<file path="config.mk">
export PLATFORM = sky130hd
export DESIGN_NAME = spi_slave_gen_flat
export DESIGN_NICKNAME = d
export VERILOG_FILES = /design/src/rtl/spi_pkg.sv /design/src/rtl/spi_slave_gen_if.sv /design/src/rtl/spi_piso.sv /design/src/rtl/spi_slave_gen.sv /design/src/flat_wrapper.sv
export SDC_FILE = /design/constraint.sdc
export NUM_CORES = 1
export LEC_CHECK = 0
export ABC_CLOCK_PERIOD_IN_PS = 6280
export BUFFER_PORTS_ARGS = -buffer_cell sky130_fd_sc_hd__buf_2
export CORE_ASPECT_RATIO = 1.1
export CORE_MARGIN = 2
export CORE_UTILIZATION = 45
export DETAILED_ROUTE_END_ITERATION = 6
export PLACE_DENSITY = 0.72
export SYNTH_ARGS = -nofsm -noshare
export SYNTH_HDL_FRONTEND = slang
export SYNTH_SLANG_ARGS = --single-unit
</file>
<file path="constraint.sdc">
create_clock -name clk -period 6.28 [get_ports clk]
set_input_delay 0.628 -clock clk [delete_from_list [all_inputs] [get_ports clk]]
set_output_delay 0.628 -clock clk [all_outputs]
set_load 0.01 [all_outputs]
</file>
<file path="src/rtl/spi_pkg.sv">
// Shared types and constants for the parametrised SPI slave.
package spi_pkg;

  localparam int unsigned ST_W = 8;

  // One-hot FSM state encoding
  typedef enum logic [ST_W-1:0] {
    IDLE      = 8'b0000_0001,
    CHK_CMD   = 8'b0000_0010,
    WRITE     = 8'b0000_0100,
    READ_ADD  = 8'b0000_1000,
    READ_DATA = 8'b0001_0000,
    TX_WAIT   = 8'b0010_0000,
    TX_SHIFT  = 8'b0100_0000,
    DRAIN     = 8'b1000_0000
  } state_t;

  localparam logic [1:0] OP_WR_ADDR = 2'b00;
  localparam logic [1:0] OP_WR_DATA = 2'b01;
  localparam logic [1:0] OP_RD_ADDR = 2'b10;
  localparam logic [1:0] OP_RD_DATA = 2'b11;

endpackage

</file>
<file path="src/rtl/spi_slave_gen_if.sv">
// SPI pins plus RAM-side parallel handshake of the SPI slave.
interface spi_slave_gen_if #(
  parameter int unsigned DATA_W = 8
);
  localparam int unsigned FW = DATA_W + 2;

  logic              SS_n;
  logic              MOSI;
  logic              MISO;
  logic [DATA_W-1:0] tx_data;
  logic              tx_valid;
  logic [FW-1:0]     rx_data;
  logic              rx_valid;
  logic              err;
  logic              busy;

  modport slave (
    input  SS_n, MOSI, tx_data, tx_valid,
    output MISO, rx_data, rx_valid, err, busy
  );

  modport master (
    output SS_n, MOSI, tx_data, tx_valid,
    input  MISO, rx_data, rx_valid, err, busy
  );

endinterface

</file>
<file path="src/rtl/spi_piso.sv">
// Parallel-in serial-out register feeding MISO, MSB first.
module spi_piso #(
  parameter int unsigned DATA_W = 8
) (
  input  logic              clk,
  input  logic              rst_n,
  input  logic              load,
  input  logic              shift_en,
  input  logic [DATA_W-1:0] din,
  output logic              msb
);

  logic [DATA_W-1:0] sr;

  // Load has priority; shifting moves the next bit into the MSB slot
  always_ff @(posedge clk) begin
    if (!rst_n) begin
      sr <= '0;
    end else if (load) begin
      sr <= din;
    end else if (shift_en) begin
      sr <= sr << 1;
    end
  end

  assign msb = sr[DATA_W-1];

endmodule

</file>
<file path="src/rtl/spi_slave_gen.sv">
// SPI slave front-end: deserialises {opcode, payload} frames, serialises read data.
module spi_slave_gen
  import spi_pkg::*;
#(
  parameter int unsigned DATA_W     = 8,
  parameter int unsigned TX_TIMEOUT = 16
) (
  input  logic              clk,
  input  logic              rst_n,
  spi_slave_gen_if.slave    bus
);

  localparam int unsigned FW    = DATA_W + 2;
  localparam int unsigned CNT_W = $clog2(FW + 1);
  localparam int unsigned TO_W  = $clog2(TX_TIMEOUT + 1);

  state_t           state;
  logic [FW-2:0]    shift;
  logic [CNT_W-1:0] cnt;
  logic [TO_W-1:0]  to_cnt;
  logic             rd_addr_done;
  logic             piso_load;
  logic             piso_shift;
  logic             piso_msb;

  assign piso_load  = (state == TX_WAIT)  && !bus.SS_n && bus.tx_valid;
  assign piso_shift = (state == TX_SHIFT) && !bus.SS_n;

  spi_piso #(.DATA_W(DATA_W)) u_piso (
    .clk      (clk),
    .rst_n    (rst_n),
    .load     (piso_load),
    .shift_en (piso_shift),
    .din      (bus.tx_data),
    .msb      (piso_msb)
  );

  // Frame FSM with registered outputs; busy tracks the next state leaving IDLE
  always_ff @(posedge clk) begin
    if (!rst_n) begin
      state        <= IDLE;
      shift        <= '0;
      cnt          <= '0;
      to_cnt       <= '0;
      rd_addr_done <= 1'b0;
      bus.rx_data  <= '0;
      bus.rx_valid <= 1'b0;
      bus.MISO     <= 1'b0;
      bus.err      <= 1'b0;
      bus.busy     <= 1'b0;
    end else begin
      bus.rx_valid <= 1'b0;
      bus.err      <= 1'b0;
      bus.MISO     <= 1'b0;
      bus.busy     <= 1'b1;
      unique case (state)
        IDLE: begin
          if (!bus.SS_n) begin
            state <= CHK_CMD;
            cnt   <= '0;
          end else begin
            bus.busy <= 1'b0;
          end
        end
        CHK_CMD: begin
          if (bus.SS_n) begin
            state    <= IDLE;
            bus.err  <= 1'b1;
            bus.busy <= 1'b0;
          end else begin
            shift <= {shift[FW-3:0], bus.MOSI};
            cnt   <= cnt + CNT_W'(1);
            if (!bus.MOSI)        state <= WRITE;
            else if (rd_addr_done) state <= READ_DATA;
            else                   state <= READ_ADD;
          end
        end
        WRITE, READ_ADD, READ_DATA: begin
          if (cnt == CNT_W'(FW - 1)) begin
            // Final bit counts even if SS_n rises on the same edge
            bus.rx_data  <= {shift, bus.MOSI};
            bus.rx_valid <= 1'b1;
            cnt          <= cnt + CNT_W'(1);
            if (state == READ_ADD) rd_addr_done <= 1'b1;
            if (bus.SS_n) begin
              state    <= IDLE;
              bus.busy <= 1'b0;
            end else if (state == READ_DATA) begin
              state  <= TX_WAIT;
              to_cnt <= '0;
            end else begin
              state <= DRAIN;
            end
          end else if (bus.SS_n) begin
            state    <= IDLE;
            bus.err  <= 1'b1;
            bus.busy <= 1'b0;
          end else if ((cnt == CNT_W'(1)) &&
                       (((state == READ_ADD)  && (bus.MOSI != OP_RD_ADDR[0])) ||
                        ((state == READ_DATA) && (bus.MOSI != OP_RD_DATA[0])))) begin
            bus.err <= 1'b1;
            state   <= DRAIN;
          end else begin
            shift <= {shift[FW-3:0], bus.MOSI};
            cnt   <= cnt + CNT_W'(1);
          end
        end
        TX_WAIT: begin
          if (bus.SS_n) begin
            state    <= IDLE;
            bus.err  <= 1'b1;
            bus.busy <= 1'b0;
          end else if (bus.tx_valid) begin
            state <= TX_SHIFT;
            cnt   <= '0;
          end else if (to_cnt == TO_W'(TX_TIMEOUT - 1)) begin
            bus.err      <= 1'b1;
            state        <= DRAIN;
            rd_addr_done <= 1'b0;
          end else begin
            to_cnt <= to_cnt + TO_W'(1);
          end
        end
        TX_SHIFT: begin
          if (bus.SS_n) begin
            state    <= IDLE;
            bus.err  <= 1'b1;
            bus.busy <= 1'b0;
          end else begin
            bus.MISO <= piso_msb;
            cnt      <= cnt + CNT_W'(1);
            if (cnt == CNT_W'(DATA_W - 1)) begin
              state        <= DRAIN;
              rd_addr_done <= 1'b0;
            end
          end
        end
        DRAIN: begin
          if (bus.SS_n) begin
            state    <= IDLE;
            bus.busy <= 1'b0;
          end
        end
        default: begin
          state    <= IDLE;
          bus.busy <= 1'b0;
        end
      endcase
    end
  end

endmodule

</file>
<file path="src/flat_wrapper.sv">
// flat-port wrapper written by rule: the top's interface ports become plain ports
module spi_slave_gen_flat import spi_pkg::*;
#(
  parameter int unsigned DATA_W     = 8,
  parameter int unsigned TX_TIMEOUT = 16
)
  (clk, rst_n, bus_SS_n, bus_MOSI, bus_tx_data, bus_tx_valid, bus_MISO, bus_rx_data, bus_rx_valid, bus_err, bus_busy);
  spi_slave_gen_if #(.DATA_W(DATA_W)) bus_i ();
  input  logic clk;
  input  logic rst_n;
  input wire logic [$bits(bus_i.SS_n)-1:0] bus_SS_n;
  input wire logic [$bits(bus_i.MOSI)-1:0] bus_MOSI;
  input wire logic [$bits(bus_i.tx_data)-1:0] bus_tx_data;
  input wire logic [$bits(bus_i.tx_valid)-1:0] bus_tx_valid;
  output wire logic [$bits(bus_i.MISO)-1:0] bus_MISO;
  output wire logic [$bits(bus_i.rx_data)-1:0] bus_rx_data;
  output wire logic [$bits(bus_i.rx_valid)-1:0] bus_rx_valid;
  output wire logic [$bits(bus_i.err)-1:0] bus_err;
  output wire logic [$bits(bus_i.busy)-1:0] bus_busy;
  assign bus_i.SS_n = bus_SS_n;
  assign bus_i.MOSI = bus_MOSI;
  assign bus_i.tx_data = bus_tx_data;
  assign bus_i.tx_valid = bus_tx_valid;
  assign bus_MISO = bus_i.MISO;
  assign bus_rx_data = bus_i.rx_data;
  assign bus_rx_valid = bus_i.rx_valid;
  assign bus_err = bus_i.err;
  assign bus_busy = bus_i.busy;
  spi_slave_gen #(.DATA_W(DATA_W), .TX_TIMEOUT(TX_TIMEOUT)) u_core (.clk(clk), .rst_n(rst_n), .bus(bus_i));
endmodule
</file>
# ---- Yosys cells after proc, flatten, opt, wreduce, memory -nomap -nowiden
# Cells that the tools add are included.
dict set report totals {
  regBits 49
  inputBits 13
}
dict set report classes {
  addsub 2
  n_eq_ne 34
  muxes 56
  n_bitwise 3
  reduce_logical 25
}
# cell n
set op_table {}
lappend op_table {{$mux W8} 16}
lappend op_table {{$pmux W8 S6} 1}
lappend op_table {{$mux W9} 4}
lappend op_table {{$mux W5} 7}
lappend op_table {{$mux W4} 7}
lappend op_table {{$ne A2 B2 Y1 const B} 14}
lappend op_table {{$pmux W9 S2} 1}
lappend op_table {{$mux W1} 16}
lappend op_table {{$pmux W4 S4} 1}
lappend op_table {{$reduce_and A7 Y1} 2}
lappend op_table {{$pmux W5 S2} 1}
lappend op_table {{$reduce_and A5 Y1} 2}
lappend op_table {{$eq A8 B1 Y1 const B} 1}
lappend op_table {{$eq A8 B2 Y1 const B} 1}
lappend op_table {{$eq A8 B3 Y1 const B} 1}
lappend op_table {{$eq A8 B4 Y1 const B} 1}
lappend op_table {{$eq A8 B5 Y1 const B} 1}
lappend op_table {{$eq A8 B6 Y1 const B} 1}
lappend op_table {{$eq A8 B7 Y1 const B} 1}
lappend op_table {{$eq A8 B8 Y1 const B} 1}
lappend op_table {{$reduce_and A8 Y1} 1}
lappend op_table {{$reduce_or A8 Y1} 1}
lappend op_table {{$logic_and A1 B1 Y1} 6}
lappend op_table {{$ne A2 B1 Y1 const B} 3}
lappend op_table {{20 further kinds} 29}

# ---- Longest topological paths before layout
dict set report depth {
  word_depth 8
  depth_mapped 8
}

# ---- Modules after synthesis
# A second synthesis with hierarchy kept.
dict set report unflattened {
  hier_cells 264
  hier_area_um2 2394.8
}
# mod instances cells_each area_per_inst_um2 seq_area_each_um2
set by_module_without_submodules {}
lappend by_module_without_submodules {spi_slave_gen 1 229 1975.6 820.8}
lappend by_module_without_submodules {spi_piso 1 35 419.2 160.2}

# ---- Least setup slack after synthesis
# No wires, ideal clock.
dict set report synth_path {
  kind {input-to-reg}
  start {in bus_SS_n}
  end {reg u_core.to_cnt[1]}
  arrival_time_ns 2.089
  t_required_ns 6.210
  slack_ns 4.120
  cell_stages 8
  path_cell_list {clkbuf_1 -> inv_1 -> nand3_2 -> or3_1 -> buf_2 -> o21a_4 -> or3b_1 -> a21oi_1}
}
dict set report synth_between {
  elab_chain_cells 2
  elab_cells_between_ends 3
  classes_between {eq/ne: 2; reduce/logical: 1}
}
# element line_no
set synth_lines {}
lappend synth_lines {{from (decl)} flat_wrapper.sv:11} ;# input wire logic [$bits(bus_i.SS_n)-1:0] bus_SS_n;
lappend synth_lines {{$ne A2 B2 Y1 (no line)} n/a}
lappend synth_lines {{$reduce_and A7 Y1 (no line) *} n/a}
lappend synth_lines {{to (signal assigned)} spi_slave_gen.sv:121} ;# to_cnt <= to_cnt + TO_W'(1);
lappend synth_lines {{to (decl)} spi_slave_gen.sv:20} ;# logic [TO_W-1:0] to_cnt;
# Every way passes the cells marked *; elsewhere a longest branch is shown, timed or not.
# A chain may end at the register's enable or synchronous reset.

# ---- Worst setup path after layout
dict set report layout_path {
  start {reg u_core.state[6]}
  end {reg u_core.shift[1]}
}
dict set report layout_between {
  elab_chain_cells 6
  elab_cells_between_ends 16
  classes_between {eq/ne: 8; mux: 1; reduce/logical: 7}
}
# element line_no
set layout_lines {}
lappend layout_lines {{from (decl)} spi_slave_gen.sv:17} ;# state_t state;
lappend layout_lines {{from (signal assigned)} spi_slave_gen.sv:41} ;# state <= IDLE;
lappend layout_lines {{from (signal assigned)} spi_slave_gen.sv:59} ;# state <= CHK_CMD;
lappend layout_lines {{from (signal assigned)} spi_slave_gen.sv:67} ;# state <= IDLE;
lappend layout_lines {{$eq A8 B4 Y1 or $eq A8 B5 Y1 (tied branches)} {spi_slave_gen.sv:56, spi_slave_gen.sv:99, spi_slave_gen.sv:100}}
lappend layout_lines {{$logic_and A1 B1 Y1 (on tied branches)} {spi_slave_gen.sv:99, spi_slave_gen.sv:100}}
lappend layout_lines {{$logic_or A1 B1 Y1} spi_slave_gen.sv:99} ;# (((state == READ_ADD) && (bus.MOSI != OP_RD_ADDR[0])) ||
lappend layout_lines {{$logic_and A1 B1 Y1} spi_slave_gen.sv:98} ;# end else if ((cnt == CNT_W'(1)) &&
lappend layout_lines {{$ne A2 B2 Y1 (no line)} n/a}
lappend layout_lines {{$reduce_and A5 Y1 (no line)} n/a}
lappend layout_lines {{to (signal assigned)} spi_slave_gen.sv:71} ;# shift <= {shift[FW-3:0], bus.MOSI};
lappend layout_lines {{to (signal assigned)} spi_slave_gen.sv:104} ;# shift <= {shift[FW-3:0], bus.MOSI};
lappend layout_lines {{to (decl)} spi_slave_gen.sv:18} ;# logic [FW-2:0] shift;
# Several ways; a longest one is shown, not always the timed one.

==> metrics.md <==
| Metric | Value |
|---|---|
| Largest net degree at the start of global routing | 32 |
| Full die area | 5780 um2 |
| DR DRC count | 0 |
| Slowest stage cell, crit path | nand3_1 |
| Post-cts resize count | 0 |
| Max incr delay on CP | 640 ps |
| Post-DP HPWL | 3520 um |
| Sequential area share after synthesis | 0.420 |
| Post-Place Setup Slack | around 3600 ps |
| Synthesized area | 2330 um2 |
| Final Hold Viols | 0 |
| Port-buffer cells | 26 |
| EDFF count, synth | 0 |
| RSZ-0062 raised after global routing | false |
| Vias in the first global route | between 1,500 and 2,000 |
| Final std cells w/o fill | 347 |
| First-pass GRT wire length | 8190 um |
| Ant diodes | 0 |
| Clk sinks | 49 |
| DRT iter0 DRCs | 105 |
| Drt first pass iters | 4 |
| Post-synth ARST share | 0 |
| GR Overflow Total | 0 |
| Synthesis-stage register bit count | 49 |
| Slew Limit Fails | 0 |
| P_leak | 1.10 nW |
| Arrival time worst endpoint | roughly 2900 ps |
| Share of cells above drive strength 1 | 0.166 |
| Critical path cell sequence | or4_1 -> nor2_1 -> nand3_1 -> nand3_1 -> mux2i_1 -> nor2_1 |
| Status | completed |
| Initial antenna violation count | 0 |
| Worst endpoint required time | 6480 ps |
| Initial Utilization | 0.467 |
| Post-CTS setup buffer count | 0 |
| Antenna violation net count after detailed routing | 0 |
| Fmax achieved | between 300 and 400 MHz |
| Critical path launch point type | register |
| Final setup fails | 0 |
| TritonCTS clock tree | done |
| Synthesized netlist cell count | 268 |
| Worst Hold Class | register to register |
| Bufs and invs on worst path | 0 |
| GP Congestion | 0.832 |
| CP top delay family | simple AND/OR/NAND/NOR gates |
| Syn nets | 285 |
| Max_cap viols | 0 |
| Worst-margin pin slew | 692 ps |
| Area Growth Syn to Fin | 11.2% |
| Synth cell count leaders | 49 x dfxtp_1, 37 x nor2_1, 19 x a21oi_1, 19 x mux2i_1, 15 x nand3_1 |
| Core Region | approximately 5000 um2 |
| Clock slew at reported path FFs | 100 ps |
| Yosys top cell area share | 0.420 |
| Clock buffer count from CTS | 5 |
| Crit Path Max Fanout | 12 |
| Final WS setup | 3570 ps |
| WL per Instance | 14.0 um |
| H-tree levels | 2 |
| Worst skew pair latency | 310 ps |
| Peak supply drop | 0.159 mV |
| Clock skew | 6.44 ps |
| Avg Vias per Cell | 5.77 |
| I/O Pins | 27 |
| PD cells | approximately 230 nW/um2 |
| Hold Buf Count CTS | 0 |
| WS Path Type | register to register |
| Synth top area cells | dfxtp_1 42%, mux2i_1 8.2%, nor2_1 6.0% |
| Chip height | between 70 and 80 um |
| Cell with the most instances after synthesis | dfxtp_1 |
| Final Util | 0.519 |
| FILL cells | 490 |
| Placed cell count | 339 |
| Synth Area per Inst | 8.71 um2 |
| Synth Flop Type | dfxtp_1 |
| # rows | 27 |
| Min Tclk post-route | about 2700 ps |
| Slew headroom | 0.537 |
| CP endpoint kind | register |
| Distinct cells, synth | 53 |
| YS warnings | 0 |
| Synth area leader | dfxtp_1 |
| GRT Total Usage | 0.178 |
| Final #Nets | 305 |
| Part of the cycle the worst path needs | 0.432 |
| Routed WL | around 4900 um |
| Setup TNS | 0 ps |
| Clock root buffer | clkbuf_8 |
| CTS max path bufs | 2 |
| Die boundary width | 72.7 um |
| Vias | about 2,000 |
[worst reg2reg max path, cell delays in order, from the launching register on]
cell and delay (ps):
dfxtp_1 420, or4_1 550, nor2_1 170, nand3_1 520, nand3_1 650, mux2i_1 260, nor2_1 50
[logic make-up (layout without fill, tap and decap cells)]
family                     Yosys count  after routing  share of synthesized area
buffers and inverters               25             46                     0.0472
AOI/OAI and AO/OA                   58             58                      0.162
DFF                                 49             49                      0.420
adders and majority gates            4              4                     0.0214
muxes                               20             20                     0.0863
xor gates and xnor gates             2              2                    0.00751
and+or+nand+nor                    110            110                      0.255
[layer usage]
metal | vias up | track usage | share of wire
met4 | 0 | 0.0630 | 0.017
met2 | 34 | 0.288 | 0.49
met5 | - | 0 | 0
met3 | 8 | 0.0354 | 0.039
met1 | 954 | 0.235 | 0.45
li1 | 1005 | - | -
[where the power goes]
part	internal (mW)	switching (mW)
clock	0.122	0.113
sequential	0.313	0.00297
combinational	0.0125	0.0243
total	0.447	0.141
[registers in the layout (all words and copies together) (netlist names)]
signal               flops
u_core.bus.rx_data      10
u_core.shift             9
u_core.state             8
u_core.u_piso.sr         8
u_core.to_cnt            5
u_core.cnt               4
u_core.bus.MISO          1
u_core.bus.busy          1
u_core.bus.err           1
u_core.bus.rx_valid      1
u_core.rd_addr_done      1
[layout make-up]
class | instances | area [um2] | share of cell area
multi-input combinational | 194 | 1240 | 0.479
sequential | 49 | 981 | 0.378
timing repair buffer | 28 | 145 | 0.0559
tap | 58 | 72.6 | 0.0280
clock buffer | 5 | 68.8 | 0.0265
clock inverter | 3 | 47.5 | 0.0183
inverter | 10 | 37.5 | 0.0145
[layout by cell type, fill, tap and decap left out, types with 3 or more instances in the layout]
cell type	instances
nand2_1	12
nand4_1	3
and3_1	5
inv_1	8
clkbuf_8	5
nand3_1	15
dfxtp_1	49
ha_1	4
a21oi_1	19
buf_2	26
nor2_1	37
or4_1	3
nor4_1	3
nor3_1	4
nor3b_1	4
mux2i_1	19
a22oi_1	8
o21ai_0	12
or3_1	4
nand3b_1	4
o22ai_1	3
nand2b_1	4
[path summary, 6_finish.rpt]
| path | start | slack (ps) | endpoint | cells after the start |
|---|---|---|---|---|
| worst max-delay path | u_core.state[6] | 3570 | u_core.shift[1] | 6 |
| worst min-delay path | u_core.to_cnt[4] | 460 | u_core.to_cnt[4] | 2 |
| worst max register to register | u_core.state[6] | 3570 | u_core.shift[1] | 6 |
| worst min register to register | u_core.to_cnt[4] | 460 | u_core.to_cnt[4] | 2 |
[metrics by stage]
stage	cell area, um2	total power [mW]	hold slack [ps]
floorplan	2330	0.346	422
global placement	2480	0.359	438
detailed placement	2480	0.359	445
CTS	2590	0.592	457
global route	2590	0.612	475
finish	2590	0.587	456
Note: power is estimated with default switching activity, not from simulation.
